==> src/rtl/conv3x3_sched.sv <==
// Sequencer that walks an IMG_W x IMG_H image, fetches each valid 3x3 window from
// sync-read pixel memory, presents it to an external MAC and writes the results row-major.
module conv3x3_sched #(
    parameter int total_bits = 16,
    parameter int IMG_W      = 8,
    parameter int IMG_H      = 8,
    parameter int ADDR_W     = 16
) (
    input  logic                    clk,
    input  logic                    rst,
    input  logic                    start,
    input  logic [9*total_bits-1:0] kernel,
    output logic                    rd_en,
    output logic [ADDR_W-1:0]       rd_addr,
    input  logic [total_bits-1:0]   rd_data,
    output logic [9*total_bits-1:0] win_pix,
    output logic [9*total_bits-1:0] win_ker,
    input  logic [total_bits-1:0]   mac_y,
    output logic                    wr_en,
    output logic [ADDR_W-1:0]       wr_addr,
    output logic [total_bits-1:0]   wr_data,
    output logic                    busy,
    output logic                    done
);

    typedef enum logic [2:0] {IDLE, FETCH, LAST, CALC, WRITE, DONE} state_t;

    localparam logic [ADDR_W-1:0] img_w    = ADDR_W'(IMG_W);
    localparam logic [ADDR_W-1:0] out_w    = ADDR_W'(IMG_W - 2);
    localparam logic [ADDR_W-1:0] last_col = ADDR_W'(IMG_W - 3);
    localparam logic [ADDR_W-1:0] last_row = ADDR_W'(IMG_H - 3);

    state_t            state;
    logic [ADDR_W-1:0] orow;
    logic [ADDR_W-1:0] ocol;
    logic [3:0]        rd_tap;
    logic [3:0]        cap_idx;
    logic              cap_en;

    logic [ADDR_W-1:0] nrow;
    logic [ADDR_W-1:0] ncol;
    logic              last_pos;

    // Pixel address of tap k of the window whose top-left corner is (r, c).
    function automatic logic [ADDR_W-1:0] tap_addr(input logic [ADDR_W-1:0] r,
                                                   input logic [ADDR_W-1:0] c,
                                                   input logic [3:0]        k);
        logic [ADDR_W-1:0] dr;
        logic [ADDR_W-1:0] dc;
        dr = ADDR_W'(k / 4'd3);
        dc = ADDR_W'(k % 4'd3);
        return (r + dr) * img_w + c + dc;
    endfunction

    // NOTE: every variable written here gets a default first, so no latch can be inferred.
    always_comb begin
        nrow     = orow;
        ncol     = ocol + 1'b1;
        last_pos = (ocol == last_col) && (orow == last_row);
        if (ocol == last_col) begin
            nrow = orow + 1'b1;
            ncol = '0;
        end
    end

    // NOTE: sequential state uses non-blocking assignments only; the window and kernel
    // registers are cleared by reset too, so a reset mid-frame leaves nothing stale on the MAC.
    always_ff @(posedge clk) begin
        if (rst) begin
            state   <= IDLE;
            orow    <= '0;
            ocol    <= '0;
            rd_tap  <= '0;
            cap_idx <= '0;
            cap_en  <= 1'b0;
            rd_en   <= 1'b0;
            rd_addr <= '0;
            win_pix <= '0;
            win_ker <= '0;
            wr_en   <= 1'b0;
            wr_addr <= '0;
            wr_data <= '0;
            busy    <= 1'b0;
            done    <= 1'b0;
        end else begin
            // Read data arrives one cycle after its strobe; remember which slot it belongs to.
            cap_en  <= rd_en;
            cap_idx <= rd_tap;
            if (cap_en) begin
                win_pix[int'(cap_idx)*total_bits +: total_bits] <= rd_data;
            end

            case (state)
                IDLE: begin
                    done <= 1'b0;
                    if (start) begin
                        win_ker <= kernel;
                        orow    <= '0;
                        ocol    <= '0;
                        rd_tap  <= '0;
                        rd_en   <= 1'b1;
                        rd_addr <= tap_addr('0, '0, 4'd0);
                        busy    <= 1'b1;
                        state   <= FETCH;
                    end
                end
                FETCH: begin
                    if (rd_tap == 4'd8) begin
                        rd_en <= 1'b0;
                        state <= LAST;
                    end else begin
                        rd_tap  <= rd_tap + 1'b1;
                        rd_addr <= tap_addr(orow, ocol, rd_tap + 1'b1);
                    end
                end
                LAST: begin
                    state <= CALC;
                end
                CALC: begin
                    wr_data <= mac_y;
                    wr_addr <= orow * out_w + ocol;
                    wr_en   <= 1'b1;
                    state   <= WRITE;
                end
                WRITE: begin
                    wr_en <= 1'b0;
                    if (last_pos) begin
                        busy  <= 1'b0;
                        done  <= 1'b1;
                        state <= DONE;
                    end else begin
                        orow    <= nrow;
                        ocol    <= ncol;
                        rd_tap  <= '0;
                        rd_en   <= 1'b1;
                        rd_addr <= tap_addr(nrow, ncol, 4'd0);
                        state   <= FETCH;
                    end
                end
                DONE: begin
                    done  <= 1'b0;
                    state <= IDLE;
                end
                default: state <= IDLE;
            endcase
        end
    end

endmodule
==> config.mk <==
export PLATFORM = sky130hd
export DESIGN_NAME = conv3x3_sched
export DESIGN_NICKNAME = d
export VERILOG_FILES = /design/src/rtl/conv3x3_sched.sv
export SDC_FILE = /design/constraint.sdc
export NUM_CORES = 1
export LEC_CHECK = 0
export ABC_AREA = 1
export BUFFER_PORTS_ARGS = -buffer_cell sky130_fd_sc_hd__buf_4
export CORE_MARGIN = 10
export CORE_UTILIZATION = 57
export CTS_BUF_LIST = sky130_fd_sc_hd__clkbuf_8 sky130_fd_sc_hd__clkbuf_16
export DETAILED_ROUTE_END_ITERATION = 10
export HOLD_SLACK_MARGIN = 0.15
export PLACE_DENSITY_LB_ADDON = 0.05
export REMOVE_ABC_BUFFERS = 1
export SLEW_MARGIN = 20
export SYNTH_ARGS = -nofsm -noshare
export SYNTH_HDL_FRONTEND = slang
export SYNTH_SLANG_ARGS = --single-unit
==> constraint.sdc <==
create_clock -name clk -period 14.3 [get_ports clk]
set_clock_uncertainty 0.2 [all_clocks]
set_input_delay 2.86 -clock clk [delete_from_list [all_inputs] [get_ports clk]]
set_output_delay 2.86 -clock clk [all_outputs]
set_load 0.02 [all_outputs]
==> results of run 1 <==
-- report_power, final --
part,switching (mW),total (mW),internal [mW],leakage (nW)
Combinational,0.272,0.420,0.149,7.54
Sequential,0.0279,1.15,1.12,3.12
Clock,0.437,1.02,0.585,0.676
-- per-layer routing --
metal	GRT usage, %	up-vias	wire length [um]
met5	0	-	0
met4	15.85	0	3906
met3	5.318	192	5189
met2	56.43	879	34860
met1	38.66	9265	26800
li1	-	9316	-
-- layout make-up --
class	count	area (um^2)	share of cell area (%)
Timing Repair Buffer	532	4005	16.55
Clock inverter	15	96.34	0.3982
Sequential cell	384	7687	31.77
Inverter	255	959.7	3.966
Clock buffer	53	1191	4.923
Tap cell	442	553.0	2.286
Multi-Input combinational cell	1742	9704	40.11
-- cells by family (layout without fill, tap and decap cells) --
family,after synthesis,count (layout),synth area share (%)
AOI/OAI and AO/OA,637,637,18.95
adders and majority gates,95,95,6.934
DFF,384,384,40.50
muxes,1,1,0.05932
buffers and inverters,417,855,8.621
xor gates and xnor gates,55,55,2.538
and+or+nand+nor,954,954,22.40
-- stage by stage --
step	hold slack [ps]	cells	setup slack (ps)	util [%]	cell area, um^2
CTS	246.1	3423	8010	73.94	24180
finish	248.1	3423	7964	73.99	24200
detailed placement	237.1	3355	8085	70.00	22890
floorplan	250.2	2381	6967	-	18300
global route	263.1	3423	7325	73.99	24200
global placement	234.8	3355	8185	69.99	22890
-- state kept, by name (all words and copies together) (netlist names) --
signal,cells
ocol,16
wr_addr,16
cap_en,1
wr_en,1
rd_addr,16
win_ker,144
state,3
done,1
rd_tap,4
win_pix,144
cap_idx,4
rd_en,1
wr_data,16
busy,1
orow,16
-- worst paths after layout --
check,from,end,slack [ps],depth (start not counted)
setup / recovery,rd_tap[0],rd_addr[14],7960,35
hold / removal,win_pix[108],win_pix[108],250,2
setup reg to reg,rd_tap[0],rd_addr[14],7960,35
hold reg to reg,win_pix[108],win_pix[108],250,2
-- synth_stat cells, drive strengths merged, types with 2 or more instances --
cell | instances | share of area, %
nand4 | 14 | 0.49
a21oi | 332 | 8.8
nor3 | 22 | 0.75
or3 | 32 | 1.1
inv | 254 | 5.0
o211ai | 2 | 0.079
xor2 | 46 | 2.1
o2111ai | 3 | 0.14
ha | 78 | 5.1
o31ai | 3 | 0.12
and2 | 2 | 0.066
a31oi | 10 | 0.33
fa | 17 | 1.8
xnor2 | 9 | 0.42
clkbuf | 121 | 2.4
o21ai | 207 | 5.5
buf | 41 | 1.2
nor4 | 6 | 0.23
a211oi | 4 | 0.16
o22ai | 3 | 0.099
o211a | 64 | 3.4
nand3b | 3 | 0.12
nand3 | 270 | 7.3
o21bai | 3 | 0.12
nand2 | 420 | 8.5
dfxtp | 384 | 40
nor2 | 177 | 3.6
or2 | 7 | 0.23
-- worst register-to-register path, delay by kind of cell (launching register included) --
| kind | cells | cell delay, ps |
|---|---|---|
| DFF | 1 | 430 |
| adders and majority gates | 8 | 2190 |
| xor gates and xnor gates | 1 | 160 |
| and+or+nand+nor | 12 | 1660 |
| buffers and inverters | 8 | 560 |
| AOI/OAI and AO/OA | 6 | 1000 |
==> flow_metrics.py, run 1 <==
metrics = {
    "outcome": {
        "outcome": "finished clean",
    },
    "global_route": {
        "antenna_found_initial": 0,
        "overflow": 0,
        "grtUsageTotal_pct": 32.63,
        "grt_pass1_vias": 18710,
        "grt_start_max_net_pins": 115,
        "grt_pass1_wl_mm": 108.3,
    },
    "timing": {
        "setup_viol_count_final": 0,
        "relSlewSlack_pct": 24.89,
        "period_share_pct": 44.31,
        "worst_pin_slew_ps": 1127,
        "rsz0062_at_grt": "no",
        "final-hold-violation-count": 0,
        "fmax_mhz": 157.8,
        "fin_setup_tns_ps": 0,
        "slew_viol_final": 0,
        "fin_crit_ps": 6336,
    },
    "place": {
        "dpl.hpwl_mm": 52.16,
        "gp_congestion": 0.9634,
        "port_buffers": 518,
    },
    "clocking": {
        "clk_pin_slew_ps": 60,
        "cts.sinks": 384,
        "cts_buffers": 40,
        "cts-root-buf": "clkbuf_16",
        "htreeDepth": 2,
        "post_cts_resized": 0,
        "tritoncts": "yes",
        "postCtsSetupRepairBufs": 0,
        "clk_latency_ps": 560,
        "hold_buffers": 0,
        "clk_path_buf_depth": 3,
    },
    "routing": {
        "firstDrtPassIters": 6,
        "drtIter0Drc": 1990,
        "drc": 0,
        "vias": 19650,
        "wirelength_mm": 70.76,
        "antenna_left": 0,
        "routed_via_density": 5.741,
        "wl_per_cell_um": 20.67,
    },
    "final_layout": {
        "final_common_cell": "buf_4",
        "area_growth_pct": 27.47,
        "drive_above_1_share_pct": 22.17,
        "antenna_cells": 0,
        "final_cell_mix": "529 x buf_4, 408 x nand2_1, 384 x dfxtp_1",
        "n_fill_cell": 2642,
        "nets": 3229,
    },
    "die": {
        "boundaryPins": 519,
        "die_x_um": 202.5,
        "die_area_um2": 41000,
        "core_region_area_um2": 32700,
        "start_util_pct": 58.05,
        "fp.dieH_um": 202.5,
        "rows": 66,
    },
    "hold_path": {
        "min-delay-path-class": "reg2reg",
    },
    "worst_setup_path": {
        "crit_path_end_kind": "register",
        "crit_family": "adder cells",
        "critPathRequiredTime_ps": 14530,
        "path_buf_inv": 8,
        "start_kind": "register",
        "cp.arrival_ps": 6560,
        "critPathKind": "reg2reg",
        "max_stage_delay_ps": 480,
        "critPathSlowestCell": "fa_1",
        "cpMostUsedCell": "inv_1",
        "worstPathMaxFanout": 8,
    },
    "synthesis": {
        "async_reset_ff_share_pct": 0,
        "synthDistinctLibCells": 54,
        "synth_edf_count": 0,
        "yosys_most_used_dff": "dfxtp_1",
        "yosys_warnings": 0,
        "synth-seq-cells": 384,
        "ys_seq_area_share_pct": 40.50,
        "syn_area_um2": 18980,
        "postSynthAreaPerCell_um2": 7.465,
        "postSynthCellCount": 2543,
    },
    "power": {
        "fin_total_pwr_mw": 2.588,
        "p_leak_nw": 11.33,
        "p_per_area_nw_per_um2": 107.0,
        "irDropWorstVdd_mv": 0.09743,
    },
    "job": {
        "maxCapViolations": 0,
    },
}
No activity file was read; power rests on OpenSTA's default activity.
==> inputs of run 2 (changes only) <==
Settings changed: ABC_AREA 1 to 0, CORE_UTILIZATION 57 to 47.
Clock period 14.3 ns to 5.47 ns, I/O delays scaled along.
==> flow_metrics.py, run 2 <==
metrics = {
    "worst_setup_path": {
        "critPathKind": "reg2reg",
        "crit_end": "rd_addr[11]",
        "rr_worst_depth": 29,
        "start_kind": "register",
        "crit_path_end_kind": "register",
        "cp.arrival_ps": 6130,
        "reg2reg_from": "rd_tap[1]",
        "ff2ff_setup_slack_ps": -410,
        "worstPathMaxFanout": 4,
        "max_stage_delay_ps": 520,
        "critPathSlowestCell": "fa_1",
        "r2r_end": "rd_addr[11]",
        "crit_path_start": "rd_tap[1]",
        "critPathRequiredTime_ps": 5710,
    },
    "global_route": {
        "grtUsageTotal_pct": 27.86,
        "overflow": 0,
        "grt_pass1_wl_mm": 101.8,
        "antenna_found_initial": 4,
        "grt_start_max_net_pins": 148,
        "grt_pass1_vias": 16350,
    },
    "synthesis": {
        "yosys_most_used_dff": "dfxtp_1",
        "synth.top_cell.area_share_pct": 43.00,
        "postSynthAreaPerCell_um2": 8.074,
        "synth.area.top_cells": "dfxtp_1 43%, nand2_1 10%, a21oi_1 8.4%",
        "ys_top_cells_by_count": "500 x nand2_1, 384 x dfxtp_1, 300 x a21oi_1, 204 x nor2_1, 132 x clkbuf_1",
        "ys_seq_area_share_pct": 43.00,
        "async_reset_ff_share_pct": 0,
        "postSynthCellCount": 2214,
        "synthDistinctLibCells": 69,
        "synth_edf_count": 0,
        "synth_most_common_cell": "nand2_1",
        "yosys_warnings": 0,
        "syn_area_um2": 17880,
        "yosysTopAreaCell": "dfxtp_1",
        "synth-seq-cells": 384,
    },
    "die": {
        "die_x_um": 215.0,
        "die_area_um2": 46230,
        "boundaryPins": 519,
        "fp.dieH_um": 215.0,
        "core_region_area_um2": 37580,
        "start_util_pct": 47.57,
        "rows": 71,
    },
    "timing": {
        "relSlewSlack_pct": 26.07,
        "final-hold-violation-count": 0,
        "slew_viol_final": 0,
        "worst_pin_slew_ps": 1109,
        "fin_ws_ps": -414.2,
        "period_share_pct": 107.6,
        "setup_viol_count_final": 7,
        "fmax_mhz": 169.9,
        "fin_crit_ps": 5884,
        "rsz0062_at_grt": "yes",
    },
    "clocking": {
        "cts-root-buf": "clkbuf_16",
        "clk_path_buf_depth": 3,
        "clk_pin_slew_ps": 60,
        "cts_buffers": 42,
        "hold_buffers": 0,
        "cts.sinks": 384,
        "htreeDepth": 2,
        "clk_latency_ps": 570,
        "tritoncts": "yes",
    },
    "final_layout": {
        "area_growth_pct": 39.20,
        "final_cell_mix": "628 x buf_4, 498 x nand2_1, 382 x dfxtp_1",
        "nets": 3025,
        "largestRegisters": "win_ker (144), win_pix (144)",
        "final_common_cell": "buf_4",
        "fin_util_pct": 66.22,
        "drive_above_1_share_pct": 28.91,
    },
    "hold_path": {
        "hp-start": "win_pix[86]",
        "min-delay-path-class": "reg2reg",
    },
    "outcome": {
        "outcome": "finished, violations left",
        "violations": "setup timing",
    },
    "routing": {
        "vias": 17560,
        "wirelength_mm": 69.07,
        "routed_via_density": 5.329,
        "antenna_left": 0,
        "drc": 0,
        "drtIter0Drc": 1444,
        "wl_per_cell_um": 20.96,
        "firstDrtPassIters": 5,
    },
    "power": {
        "clock_power_share_pct": 44.5,
        "swShare_pct": 25.72,
        "p_per_area_nw_per_um2": 278.2,
        "combPwrFrac_pct": 12.9,
        "irDropWorstVdd_mv": 0.2138,
        "p_leak_nw": 11.37,
        "p_switching_mw": 1.781,
        "pwr-share-seq_pct": 42.6,
        "power.internal_mw": 5.142,
    },
    "place": {
        "gp_congestion": 0.8842,
        "dpl.hpwl_mm": 51.29,
        "place_ws_ps": -1098,
        "port_buffers": 518,
    },
    "job": {
        "maxCapViolations": 0,
    },
}
-- run 2: critical path: cells and delay by family, from the launching register on --
kind / cells / cell delay, ps
simple gates: 5 / 590
flops: 1 / 360
xor+xnor: 2 / 270
buf+inv: 8 / 750
fa+ha+maj: 7 / 2080
compound gates: 6 / 1220
mux: 1 / 280
-- run 2: routing by layer --
layer  wire (um)  track usage (%)  up-vias  part of all wire [%]
met5          13                0        -                 0.019
met4        1509            5.914        2                   2.2
met3        5913            8.174       97                   8.6
met2       33750            47.52      605                    49
met1       27890            34.14     8324                    40
li1            -                -     8531                     -
-- run 2: per-stage QoR --
stage                     total power [mW]  hold WS (ps)  cells  cell area (um^2)   TNS, ps
after floorplan                      3.421         246.2   2069             17300  -1283600
after global placement               3.843         238.8   3196             22620     -6757
after detailed placement             3.857         245.2   3196             22630     -8215
after CTS                            6.939         253.6   3281             24470     -2004
after global routing                 7.143         270.1   3295             24880     -4473
final                                6.922         252.1   3295             24880     -2369
-- run 2: layout make-up --
class | instances | area (um^2)
tap | 511 | 639.4
antenna | 3 | 7.507
inverter | 69 | 261.5
multi-input combinational | 1616 | 9928
sequential | 384 | 7695
clock buffer | 52 | 1200
timing repair buffer | 638 | 4848
fill | 3261 | 12690
clock inverter | 22 | 304.0
-- run 2: cell families (layout without fill, tap and decap cells) --
kind of cell / after synthesis / count (layout) / synth area share [%]
buffers and inverters: 214 / 781 / 4.676
XOR/XNOR: 84 / 84 / 4.116
adder cells (fa/ha/maj): 95 / 95 / 7.363
multiplexers: 86 / 86 / 4.844
AND/OR/NAND/NOR: 895 / 895 / 21.17
AO/OA/AOI/OAI: 456 / 456 / 14.83
other: 0 / 3 / 0
flip-flops: 384 / 384 / 43.00
-- run 2: power by group through the flow --
stage                     Combinational, mW  Clock (mW)  Sequential (mW)
after detailed placement              0.846           0             3.01
after global routing                  0.956        3.23             2.96
after global placement                0.838           0             3.01
final                                 0.890        3.08             2.95
after CTS                             0.864        3.13             2.95
after floorplan                       0.299           0             3.12
-- run 2: repair_timing --
item,4_1_cts,5_1_grt
setup endpoints to repair,12,11
resized for setup,65,59
pin swaps,31,31
gates cloned,0,0
buffers inserted,12,11
-- run 2: how the worst min path moves through the flow --
stage | end | slack [ps] | depth (start not counted)
3_3_place_gp | win_pix[86] | 240 | 2
2_1_floorplan | orow[15] | 250 | 2
3_5_place_dp | win_pix[127] | 250 | 2
4_1_cts | win_pix[127] | 250 | 2
6_report | win_pix[86] | 250 | 2
5_1_grt | win_pix[127] | 270 | 2
